===== config.mk =====
export PLATFORM = sky130hd
export DESIGN_NAME = vector_nibble_serializer
export DESIGN_NICKNAME = d
export VERILOG_FILES = /design/src/rtl/vector_pkg.sv /design/src/rtl/vector_onehot_dec.sv /design/src/rtl/vector_nibble_serializer.sv
export SDC_FILE = /design/constraint.sdc
export NUM_CORES = 1
export LEC_CHECK = 0
export BUFFER_PORTS_ARGS = -buffer_cell sky130_fd_sc_hd__buf_2
export CAP_MARGIN = 20
export CORE_MARGIN = 2
export CORE_UTILIZATION = 45
export DETAILED_ROUTE_END_ITERATION = 8
export GPL_TIMING_DRIVEN = 0
export PLACE_DENSITY = 0.84
export RECOVER_POWER = 50
export SYNTH_ARGS = -nofsm -noshare
export SYNTH_HDL_FRONTEND = slang
export SYNTH_HIERARCHICAL = 1
export SYNTH_SLANG_ARGS = --single-unit

===== constraint.sdc =====
create_clock -name clk -period 1.75 [get_ports clk]
set_input_delay 0.0875 -clock clk [delete_from_list [all_inputs] [get_ports clk]]
set_output_delay 0.0875 -clock clk [all_outputs]
set_load 0.01 [all_outputs]

===== src/rtl/vector_pkg.sv =====
// ----------------------------------------------------------------------------
// vector_pkg
//  Shared constants and types for the vector nibble packing/unpacking path.
//  NIB_W    : width of one nibble
//  NUM_NIB  : nibbles per packed word
//  ONEHOT_W : width of the one-hot decode; legal nibble values are 0..ONEHOT_W-1
//  WORD_W   : packed word width
//  IDX_W    : width of the nibble index
// ----------------------------------------------------------------------------
package vector_pkg;

    localparam int unsigned NIB_W    = 4;
    localparam int unsigned NUM_NIB  = 3;
    localparam int unsigned ONEHOT_W = 13;
    localparam int unsigned WORD_W   = NIB_W * NUM_NIB;
    localparam int unsigned IDX_W    = 2;

    // Index of the final nibble of a word.
    localparam logic [IDX_W-1:0] IDX_LAST = IDX_W'(NUM_NIB - 1);

    typedef enum logic {
        ST_IDLE,
        ST_SEND
    } state_e;

endpackage


===== src/rtl/vector_onehot_dec.sv =====
// ----------------------------------------------------------------------------
// vector_onehot_dec
//  Combinational nibble -> one-hot decoder, shared by one-hot consumers.
//  nib_i    in   NIB_W     nibble value
//  onehot_o out  ONEHOT_W  1<<nib_i when nib_i < ONEHOT_W, else all zero
//  err_o    out  1         nib_i is outside the one-hot range
// ----------------------------------------------------------------------------
module vector_onehot_dec
    import vector_pkg::*;
(
    input  logic [NIB_W-1:0]    nib_i,
    output logic [ONEHOT_W-1:0] onehot_o,
    output logic                err_o
);

    always_comb begin
        onehot_o = '0;
        for (int unsigned i = 0; i < ONEHOT_W; i++) begin
            onehot_o[i] = (nib_i == NIB_W'(i));
        end
        err_o = (32'(nib_i) >= ONEHOT_W);
    end

endmodule


===== src/rtl/vector_nibble_serializer.sv =====
// ----------------------------------------------------------------------------
// vector_nibble_serializer
//  Takes one packed word {nib2,nib1,nib0} per handshake and emits its nibbles
//  one per beat (nib0 first) on a valid/ready stream, each with its one-hot
//  decode and an out-of-range error flag.
//  clk            in   1   rising-edge clock
//  rst            in   1   synchronous active-high reset
//  word_valid_in  in   1   packed word available
//  word_ready_out out  1   word can be taken this cycle
//  word_in        in   12  packed word, [3:0]=nib0 .. [11:8]=nib2
//  nib_valid_out  out  1   beat valid
//  nib_ready_in   in   1   consumer accepts beat
//  nib_out        out  4   nibble value
//  nib_idx_out    out  2   nibble index 0..2
//  nib_last_out   out  1   final nibble of the word
//  nib_onehot_out out  13  one-hot decode of nib_out
//  nib_err_out    out  1   nib_out outside the one-hot range
//  busy_out       out  1   word held, beats outstanding
// ----------------------------------------------------------------------------
module vector_nibble_serializer
    import vector_pkg::*;
(
    input  logic                 clk,
    input  logic                 rst,
    input  logic                 word_valid_in,
    output logic                 word_ready_out,
    input  logic [WORD_W-1:0]    word_in,
    output logic                 nib_valid_out,
    input  logic                 nib_ready_in,
    output logic [NIB_W-1:0]     nib_out,
    output logic [IDX_W-1:0]     nib_idx_out,
    output logic                 nib_last_out,
    output logic [ONEHOT_W-1:0]  nib_onehot_out,
    output logic                 nib_err_out,
    output logic                 busy_out
);

    state_e              state_q, state_d;
    logic [WORD_W-1:0]   word_q,  word_d;
    logic [IDX_W-1:0]    idx_q,   idx_d;

    logic                sending;
    logic                at_last;
    logic                beat;
    logic                accept;
    logic [NIB_W-1:0]    cur_nib;
    logic [ONEHOT_W-1:0] dec_onehot;
    logic                dec_err;

    assign sending = (state_q == ST_SEND);
    assign at_last = (idx_q == IDX_LAST);
    assign beat    = sending & nib_ready_in;

    // Ready is forced low while rst is asserted so that every output reads 0
    // during reset, yet rises in the very first cycle after release.
    assign word_ready_out = ~rst & (~sending | (at_last & nib_ready_in));
    assign accept         = word_valid_in & word_ready_out;

    always_comb begin
        cur_nib = '0;
        for (int unsigned i = 0; i < NUM_NIB; i++) begin
            if (idx_q == IDX_W'(i)) begin
                cur_nib = word_q[i*NIB_W +: NIB_W];
            end
        end
    end

    vector_onehot_dec u_dec (
        .nib_i    (cur_nib),
        .onehot_o (dec_onehot),
        .err_o    (dec_err)
    );

    // State, word and index registers.
    always_ff @(posedge clk) begin
        if (rst) begin
            state_q <= ST_IDLE;
            word_q  <= '0;
            idx_q   <= '0;
        end else begin
            state_q <= state_d;
            word_q  <= word_d;
            idx_q   <= idx_d;
        end
    end

    // Next-state logic.
    always_comb begin
        state_d = state_q;
        word_d  = word_q;
        idx_d   = idx_q;
        unique case (state_q)
            ST_IDLE: begin
                if (accept) begin
                    state_d = ST_SEND;
                end
            end
            ST_SEND: begin
                if (beat && at_last) begin
                    state_d = accept ? ST_SEND : ST_IDLE;
                end
            end
            default: state_d = ST_IDLE;
        endcase
        if (accept) begin
            word_d = word_in;
            idx_d  = '0;
        end else if (beat && !at_last) begin
            idx_d = idx_q + 1'b1;
        end
    end

    // Beat outputs are zeroed outside SEND so the idle decode of the cleared
    // word (value 0 -> bit 0) never leaks onto the stream.
    always_comb begin
        nib_valid_out  = sending;
        busy_out       = sending;
        nib_out        = '0;
        nib_idx_out    = '0;
        nib_last_out   = 1'b0;
        nib_onehot_out = '0;
        nib_err_out    = 1'b0;
        if (sending) begin
            nib_out        = cur_nib;
            nib_idx_out    = idx_q;
            nib_last_out   = at_last;
            nib_onehot_out = dec_onehot;
            nib_err_out    = dec_err;
        end
    end

endmodule


==> flow_results.org, run 1 <==
** Placed design
- Detailed placer's ending HPWL :: 2.053 mm
- At the end of routability-driven placement, the weighted congestion stood at 0.7331.
- In this run the tool buffered the top-level ports with 39 buffer cells.
- Before CTS, the worst setup slack after placement is -284.6 ps.
- Once placement finished, the instance area stood at 1461 um^2.

** Synthesis
- Synthesis instantiated 26 different standard cells from the library.
- When the netlist entered floorplanning its net count stood at 134.
- In the post-synthesis netlist, the cell with the most instances is sky130_fd_sc_hd__and2_1.
- In this run, synthesis inferred 0 flip-flops with an integrated enable.
- Summing every instance area after synthesis gives 1214 um^2.
- Yosys top cell by area :: sky130_fd_sc_hd__dfxtp_1
- Leading post-synthesis cells by cell area :: sky130_fd_sc_hd__dfxtp_1 (25%), sky130_fd_sc_hd__and2_1 (11%), sky130_fd_sc_hd__mux2_4 (9.9%)
- Synth top area share :: 24.74%
- Fraction of synthesis flops using an asynchronous set or reset pin :: 0%
- Most used standard cells in the synthesized netlist :: sky130_fd_sc_hd__and2_1 (21), sky130_fd_sc_hd__dfxtp_1 (15), sky130_fd_sc_hd__nor2b_1 (12)
- Average cell area after synthesis :: 10.55 um^2
- Register bit count reported by yosys :: 15
- Of the synthesized area, sequential elements account for 24.74%.
- Synthesis produced 115 cells.
- During synthesis, Yosys emitted a total of 6 warnings.
- In the synthesized netlist the dominant register cell turns out to be sky130_fd_sc_hd__dfxtp_1.

** Setup path
- Nature of the critical path startpoint :: register
- In this run the register-to-register setup slack is -160 ps.
- Terminus of the critical flop-to-flop path :: word_q[4]$_SDFFE_PP0P_
- STA puts the critical path data required time at 1660 ps.
- Number of cells on the critical path :: 8
- Critical Path End Type :: primary output
- Crit-path cells :: buf_6 -> ha_4 -> nand3b_1 -> a21oi_2 -> buf_6 -> nor4b_4 -> and2_1 -> buf_2
- The cell family contributing the most delay on the critical path is simple AND/OR/NAND/NOR gates.
- Crit path DAT :: 2010 ps
- Counting stages on the worst path, the most repeated cell is sky130_fd_sc_hd__buf_6.
- Critical Path Sink :: nib_onehot_out[1]
- Measured in cells, the most critical reg-to-reg path has a length of 7.
- In this run the worst setup path begins at idx_q[0]$_SDFFE_PP0P_.
- Number of buffers and inverters on the critical path :: 3
- The slowest stage of the critical path belongs to the cell sky130_fd_sc_hd__dfxtp_2.
- In this run the worst path has a maximum fanout of 10.
- Classification of the worst setup path :: reg2out
- Stage delay of the slowest cell on the critical path :: 350 ps
- Critical R2R Launch :: idx_q[0]$_SDFFE_PP0P_

** Min path
- Class of the tightest hold or removal check :: in2reg

** CTS
- CTS H-Tree Depth :: 1
- Num Clock Sinks :: 15
- Root buffer cell :: sky130_fd_sc_hd__clkbuf_4
- TritonCTS built the clock tree.
- Clock Latency Late Sink :: 290 ps
- Clock tree synthesis inserted a total of 3 buffers.
- Post-CTS clock slew at the launch and capture registers of the worst setup and hold paths :: 90 ps
- The longest clock path from root to sink contains 2 buffers.

** Route
- Detailed Routing Iterations Pass 1 :: 4
- In this run, the number of DRC markers left after iteration 0 of detailed routing was 24.
- The final layout contains routed wiring with a total length of 3.073 mm.
- Final routed wire length divided by cell count :: 14.99 um
- For this run, design rule violations remaining after detail routing come to 0.
- The final route contains 1047 vias.
- Once detail routing completed, the nets flagged for antenna violations numbered 0.
- Dividing the detail-routed via count by the number of cells gives 5.107.

** Floorplan
- Width of the chip :: 55.93 um
- Die height :: 55.93 um
- Ports :: 40
- The floorplan step defined a die boundary enclosing 3128 um^2.
- The region available for standard cell placement spans 2522 um^2.
- Initial Util :: 48.12%
- After floorplanning, the core was divided into 18 placement rows.

** Finish
- Registers take 305.3 um^2.
- Count of inserted antenna diode cells :: 0
- Area growth from synthesis to layout :: 38.76%
- Fill cells in the final layout number 188.
- Cells fill 66.77% of the core in the end.
- Final nets :: 195
- Summing all multi-input logic gate instances after layout gives 883.3 um^2.
- The post-route netlist has 56.00% of its cells at a drive strength greater than 1.
- Cell area after layout :: 1684 um^2

** Power
- Summed over all cells, the static leakage comes to 0.8165 nW.
- VDD sags by at most 0.0005480 V.
- Total Power :: 0.0009273 W
- Ratio of total power to cell area :: 550.6 nW/um^2

** Timing
- Final setup fails :: 26
- The final critical path takes up 120.0% of the cycle.
- RSZ-0062 raised after global routing :: true
- Measured against its own limit, the worst slew margin works out to 74.66%.
- Fin Hold WS :: 20.45 ps
- Number of pins exceeding their max-slew limit in the final report :: 0
- For the pin with the worst max-slew slack, the measured transition is 378.4 ps.
- Setup WS post-layout :: -350.3 ps
- Static timing analysis puts the maximum clock frequency at 476.1 MHz.
- On the final layout, the worst clock skew is 9.123 ps.
- Final Hold Violating Endpoints :: 0
- Final period demand of the worst path :: 2100 ps

** Global routing
- Largest net degree at the start of global routing :: 11
- Global-route wire length before repair :: 5.112 mm
- The number of antenna violations at the first check in global routing was 0.
- In the global route stage, overall resource usage came out at 20.15%.
- The via count of the first global-routing pass came to 1074.
- Summed over all layers, the global routing overflow is 0.

** Status
- The flow ran to the end, but the final reports show violations.
- Violated checks :: negative setup slack

** Run
- Across the run, the number of max-cap violations was 0.
## registers in the layout, summed over array words and instances (netlist names)
register  cells
busy_out      1
word_q       12
idx_q         2
## how the worst min path moves through the flow
stage                              from                      to  slack (ps)  depth (start not counted)
after global routing         word_in[3]  word_q[3]$_SDFFE_PP0P_          20                          2
after global placement       word_in[2]  word_q[2]$_SDFFE_PP0P_         310                          2
after CTS                    word_in[3]  word_q[3]$_SDFFE_PP0P_          30                          2
after detailed placement     word_in[1]  word_q[1]$_SDFFE_PP0P_         320                          2
after floorplan           word_valid_in     busy_out$_SDFF_PP0_         210                          2
final                        word_in[3]  word_q[3]$_SDFFE_PP0P_          20                          2
## layout make-up
cell class / count / share of cell area (%)
Inverter: 2 / 0.5944
Buffer: 10 / 4.829
Multi-Input combinational cell: 88 / 52.45
Timing Repair Buffer: 56 / 20.21
Tap cell: 30 / 2.229
Clock buffer: 4 / 1.560
Sequential cell: 15 / 18.13
## per-stage QoR
step / instances / TNS [ps]
4_1_cts: 201 / -4161
2_1_floorplan: 115 / 0
6_report: 205 / -6116
5_1_grt: 205 / -8309
3_3_place_gp: 184 / -2309
3_5_place_dp: 184 / -3392
## layer usage
metal / track usage, % / share of wire [%]
met5: 0 / 0
met4: 5.442 / 1.6
met3: 1.860 / 4.4
met2: 38.27 / 54
met1: 23.94 / 40
## power by group
| group | switching [W] | total (W) | leakage, nW | internal, W |
|---|---|---|---|---|
| Combinational | 0.000153 | 0.000347 | 0.677 | 0.000194 |
| Clock | 0.000109 | 0.000197 | 0.0150 | 0.0000887 |
| Sequential | 0.0000188 | 0.000383 | 0.125 | 0.000364 |
| Total | 0.000281 | 0.000927 | 0.816 | 0.000647 |
## logic make-up (layout without fill, tap and decap cells)
group,count (synthesis),after routing,synth area share (%)
AND/OR/NAND/NOR,61,61,43.30
flip-flops,15,15,24.74
multiplexers,13,13,14.43
buffers and inverters,12,72,8.042
AO/OA/AOI/OAI,10,10,5.670
adder cells (fa/ha/maj),3,3,3.093
XOR/XNOR,1,1,0.7218
## cells in the final DEF (no fill, tap or decap), drive strengths merged
master,n
buf,58
and2,21
dfxtp,15
nor2b,12
mux2,12
clkbuf,12
a21oi,8
and4bb,6
nand3b,5
and2b,4
nor4b,4
nor2,3
ha,3
nor3,2
and4b,2
inv,2
a21boi,1
nor3b,1
mux2i,1
xnor2,1
nor4,1
o211a,1
## what timing repair did
item | 4_1_cts | 5_1_grt
pin swaps | 7 | 5
endpoints found under the setup margin | 18 | 26
buffers inserted | 10 | 4
cloned | 3 | 0
hold buffers | 0 | 0
resized for setup | 26 | 2
Power figures use the tool's default switching activity.
==> run 2: changes to the inputs <==
ABC_AREA = 1   (was default)
CORE_UTILIZATION = 43   (was 45)
GPL_ROUTABILITY_DRIVEN = 0   (was default)
PLACE_DENSITY = 0.83   (was 0.84)
==> run 2 against run 1 <==
  * The run still ends with negative setup slack left
  * Critical path depth rose by 4
  * Largest power group unchanged
  * Largest cell class unchanged
  * Fmax up 8.0%
  * Critical path type unchanged
  * Cell area down 6.5%
==> flow_results.org, run 2 <==
** Status
- Outcome: finished, violations left (unchanged).
- Violated checks :: negative setup slack (unchanged)

** Route
- Routed wire length :: 2.428 mm (was 3.073 mm)
- Detail-routed via count per cell :: 4.576 (was 5.107)
- Via count :: 1167 (was 1047)
- The final antenna-violating net count was 0 (unchanged).
- Detailed Routing Iterations Pass 1 :: 4 (unchanged)
- Remaining design rule violation count :: 0 (unchanged)
- The average wire per standard cell came to 9.522 um (was 14.99 um).
- The iteration-0 DRC count of the detailed router came to 14 (was 24).

** Timing
- The number of endpoints failing setup at the final stage was 14 (was 26).
- Max_slew headroom :: 80.06% (was 74.66%)
- The count of final hold-check violations came to 0 (unchanged).
- Total negative slack :: -1799 ps (was -6116 ps)
- Setup WS post-layout :: -195.1 ps (was -350.3 ps)
- The worst clock skew came to 0.3244 ps (was 9.123 ps).
- Fin Hold WS :: 23.72 ps (was 20.45 ps)
- The pin slew with the least headroom to its limit was 298.6 ps (was 378.4 ps).
- FMAX :: 514.1 MHz (was 476.1 MHz)
- RSZ-0062 raised after global routing :: true (unchanged)
- The final-report max-slew violation count is 0 (unchanged).
- Final period util :: 111.1% (was 120.0%)
- Final period demand of the worst path :: 1945 ps (was 2100 ps)

** CTS
- Root buffer cell :: sky130_fd_sc_hd__clkbuf_4 (unchanged)
- The number of buffers added to fix hold violations after cts was 0 (unchanged).
- CTS H-Tree Depth :: 1 (unchanged)
- Post-CTS clock slew at the launch and capture registers of the worst setup and hold paths :: 80 ps (was 90 ps)
- The total clock sinks was 15 (unchanged).
- Clock tree from TritonCTS :: built (unchanged)
- The clock latency on the worst-skew pair was 280 ps (was 290 ps).
- Number of buffers created by CTS :: 3 (unchanged)
- Longest Clk Path Bufs :: 2 (unchanged)

** Finish
- Post-Route Utilization :: 69.81% (was 66.77%)
- Layout filler cell count :: 203 (was 188)
- Top reg by flops :: word_q (unchanged)
- Final instance count without filler cells :: 255 (was 205)
- Leading cell type in the layout, fill and taps excluded :: sky130_fd_sc_hd__nand2_1 (was sky130_fd_sc_hd__buf_2)
- The layout overhead on the synthesized area came to 50.30% (was 38.76%).
- The antenna diode instance count came to 0 (unchanged).
- The layout net count is 247 (was 195).
- Flip-flop count of the largest register after layout :: 12 (unchanged)
- Share of post-route cells with drive strength above 1 :: 49.78% (was 56.00%)
- Most frequent cells in the layout: sky130_fd_sc_hd__nand2_1 (42), sky130_fd_sc_hd__buf_2 (35), sky130_fd_sc_hd__nand3_1 (28) (was sky130_fd_sc_hd__buf_2 (36), sky130_fd_sc_hd__and2_1 (20), sky130_fd_sc_hd__dfxtp_1 (13)).

** Setup path
- Delay-heaviest family, CP :: simple AND/OR/NAND/NOR gates (unchanged)
- The required time of the worst setup path was 1660 ps (about the same).
- The stage delay of the slowest cell on the critical path is 370 ps (was 350 ps).
- Critical Path End Type :: primary output (unchanged)
- The nature of the critical path startpoint is a register (unchanged).
- The number of cells on the critical path was 12 (was 8).
- Critical R2R Launch :: idx_q[0]$_SDFFE_PP0P_ (unchanged)
- The buffers plus inverters on the worst setup path came to 6 (was 3).
- The arrival time at the worst endpoint is 1860 ps (was 2010 ps).
- The most repeated library cell on the critical path is sky130_fd_sc_hd__inv_2 (was sky130_fd_sc_hd__buf_6).
- The type of the worst setup path is reg2out (unchanged).
- The maximum fanout count along the critical path came to 7 (was 10).
- The minimum setup slack among reg-to-reg paths is 370 ps (was -160 ps).
- Crit-path cells: inv_4 -> ha_4 -> inv_4 -> or2_1 -> nand2_2 -> inv_2 -> inv_2 -> nand2_4 -> nor2_1 -> nand2_1 -> inv_2 -> buf_6 (was buf_6 -> ha_4 -> nand3b_1 -> a21oi_2 -> buf_6 -> nor4b_4 -> and2_1 -> buf_2).
- The worst reg2reg path endpoint was word_q[8]$_SDFFE_PP0P_ (was word_q[4]$_SDFFE_PP0P_).
- Cell with the largest stage delay on the worst path :: sky130_fd_sc_hd__dfxtp_4 (was sky130_fd_sc_hd__dfxtp_2)
- The end of the critical path is nib_onehot_out[0] (was nib_onehot_out[1]).
- The number of cells traversed by the worst register-to-register path was 9 (was 7).
- The beginning of the critical path is idx_q[0]$_SDFFE_PP0P_ (unchanged).

** Floorplan
- The number of rows in the core area was 17 (was 18).
- The total I/O pin count is 40 (unchanged).
- The core outline area was 2255 um^2 (was 2522 um^2).
- The die outline area is 2846 um^2 (was 3128 um^2).
- Die height :: 53.35 um (was 55.93 um)
- Initial Util :: 46.45% (was 48.12%)
- The x dimension of the die was 53.35 um (was 55.93 um).

** Min path
- The type of the worst min-delay path is in2reg (unchanged).

** Placed design
- Port buffer count :: 39 (unchanged)
- The number of placed cells counting well taps came to 241 (was 184).
- The pre-CTS setup slack is -93.47 ps (was -284.6 ps).
- The half-perimeter wire length after placement was 1.740 mm (was 2.053 mm).

** Synthesis
- Synth top area share :: 28.67% (was 24.74%)
- Leading post-synthesis cells by cell area :: sky130_fd_sc_hd__dfxtp_1 (29%), sky130_fd_sc_hd__nand2_1 (18%), sky130_fd_sc_hd__nand3_1 (14%) (was sky130_fd_sc_hd__dfxtp_1 (25%), sky130_fd_sc_hd__and2_1 (11%), sky130_fd_sc_hd__mux2_4 (9.9%))
- Most used standard cells in the synthesized netlist: sky130_fd_sc_hd__nand2_1 (51), sky130_fd_sc_hd__nand3_1 (29), sky130_fd_sc_hd__inv_1 (20), sky130_fd_sc_hd__nor2_1 (20), sky130_fd_sc_hd__dfxtp_1 (15) (was sky130_fd_sc_hd__and2_1 (21), sky130_fd_sc_hd__dfxtp_1 (15), sky130_fd_sc_hd__nor2b_1 (12)).
- Count of cell types in the netlist :: 17 (was 26)
- The commonest register cell after synthesis was sky130_fd_sc_hd__dfxtp_1 (unchanged).
- Share of synthesized area occupied by flip-flops and latches :: 28.67% (was 24.74%)
- Average cell area after synthesis :: 6.019 um^2 (was 10.55 um^2)
- Most numerous cell in the Yosys netlist :: sky130_fd_sc_hd__nand2_1 (was sky130_fd_sc_hd__and2_1)
- Post-synth EDFFs :: 0 (unchanged)
- The share of synthesized flip-flops with an asynchronous set or reset came to 0% (unchanged).
- The number of warnings issued by yosys came to 6 (unchanged).
- The post-synthesis net count is 193 (was 134).
- The synthesized instance count is 174 (was 115).
- The register bit total from synthesis is 15 (unchanged).
- The combined area of all synthesized cells was 1047 um^2 (was 1214 um^2).
- Yosys top cell by area :: sky130_fd_sc_hd__dfxtp_1 (unchanged)

** Power
- The power density of the placed cells came to 537.2 nW/um^2 (was 550.6 nW/um^2).
- The peak supply drop was 0.0005082 V (was 0.0005480 V).
- The reported leakage power is 0.9035 nW (was 0.8165 nW).

** Global routing
- The wire length of the first global-routing pass is 3.788 mm (was 5.112 mm).
- Overall fraction of global-route tracks in use :: 17.80% (was 20.15%)
- The total grt overflow is 0 (unchanged).
- Initial antenna violation count :: 0 (unchanged)
- Largest net degree at the start of global routing :: 11 (unchanged)
- Vias in the first global route :: 977 (was 1074)

** Run
- Number of maximum-capacitance violations :: 0 (unchanged)
[run 2: cell types whose count changed after synthesis, sizes merged, moves of 5 or more]
cell / delta
nand2: +53
inv: +31
nand3: +30
and2: -21
nor2: +17
mux2: -12
nor2b: -12
and4bb: -6
nand3b: -5
[run 2: cells by family (layout without fill, tap and decap cells)]
family          Yosys count  in the layout  synth area share, %
compound gates            7              7                4.421
fa+ha+maj                 3              3                3.585
buf+inv                  40             93                17.08
flops                    15             15                28.67
simple gates            109            109                46.24
[run 2: stage by stage]
step | power (W) | instance area (um^2)
final | 0.0008455 | 1574
after CTS | 0.0007977 | 1418
after global placement | 0.0005772 | 1277
after global routing | 0.0009006 | 1574
after floorplan | 0.0005200 | 1047
after detailed placement | 0.0005819 | 1277
[run 2: worst min path at each step]
stage | from | end | slack, ps | depth (start not counted)
2_1_floorplan | rst | busy_out$_SDFF_PP0_ | 160 | 1
3_3_place_gp | word_in[6] | word_q[6]$_SDFFE_PP0P_ | 310 | 3
3_5_place_dp | word_in[6] | word_q[6]$_SDFFE_PP0P_ | 320 | 3
4_1_cts | word_in[6] | word_q[6]$_SDFFE_PP0P_ | 20 | 3
5_1_grt | rst | busy_out$_SDFF_PP0_ | 30 | 2
6_report | word_in[6] | word_q[6]$_SDFFE_PP0P_ | 20 | 3
[run 2: layout make-up]
cell class              instances  area [um^2]  share of cell area, %
plain buffers                   7        55.05                  3.498
clock buffers                   4        26.28                  1.669
inverters                      33        143.9                  9.141
multi-input cells             119        694.4                  44.12
flip-flops and latches         15        307.8                  19.55
well taps                      28        35.03                  2.226
repair buffers                 49        311.5                  19.79
[run 2: worst reg2reg max path, cell delays in order, from the launching register on]
cell and delay [ps]:
sky130_fd_sc_hd__dfxtp_4 370, sky130_fd_sc_hd__inv_4 80, sky130_fd_sc_hd__ha_4 180, sky130_fd_sc_hd__buf_4 140
sky130_fd_sc_hd__nand2_4 50, sky130_fd_sc_hd__nand2_2 100, sky130_fd_sc_hd__nand3_4 90, sky130_fd_sc_hd__buf_6 150
sky130_fd_sc_hd__nand3_1 70, sky130_fd_sc_hd__nand2_1 50
[run 2: repair_timing]
item,4_1_cts,5_1_grt
pin swaps,8,13
resized for setup,27,37
setup buffers,7,5
endpoints found under the setup margin,17,15
[run 2: layer usage]
layer  track usage [%]  routed length, um  vias up
li1                  -                  -      640
met1             22.38               1082      488
met2             31.07               1205       32
met3             2.542                106        7
met4             5.128                 33        0
met5                 0                  0        -
[run 2: power by group]
part           switching [W]  total, W  internal (W)  leakage, nW
clock network       0.000102  0.000191     0.0000886       0.0150
logic               0.000158  0.000274      0.000116        0.764
registers          0.0000183  0.000380      0.000362        0.125
total               0.000279  0.000846      0.000566        0.904
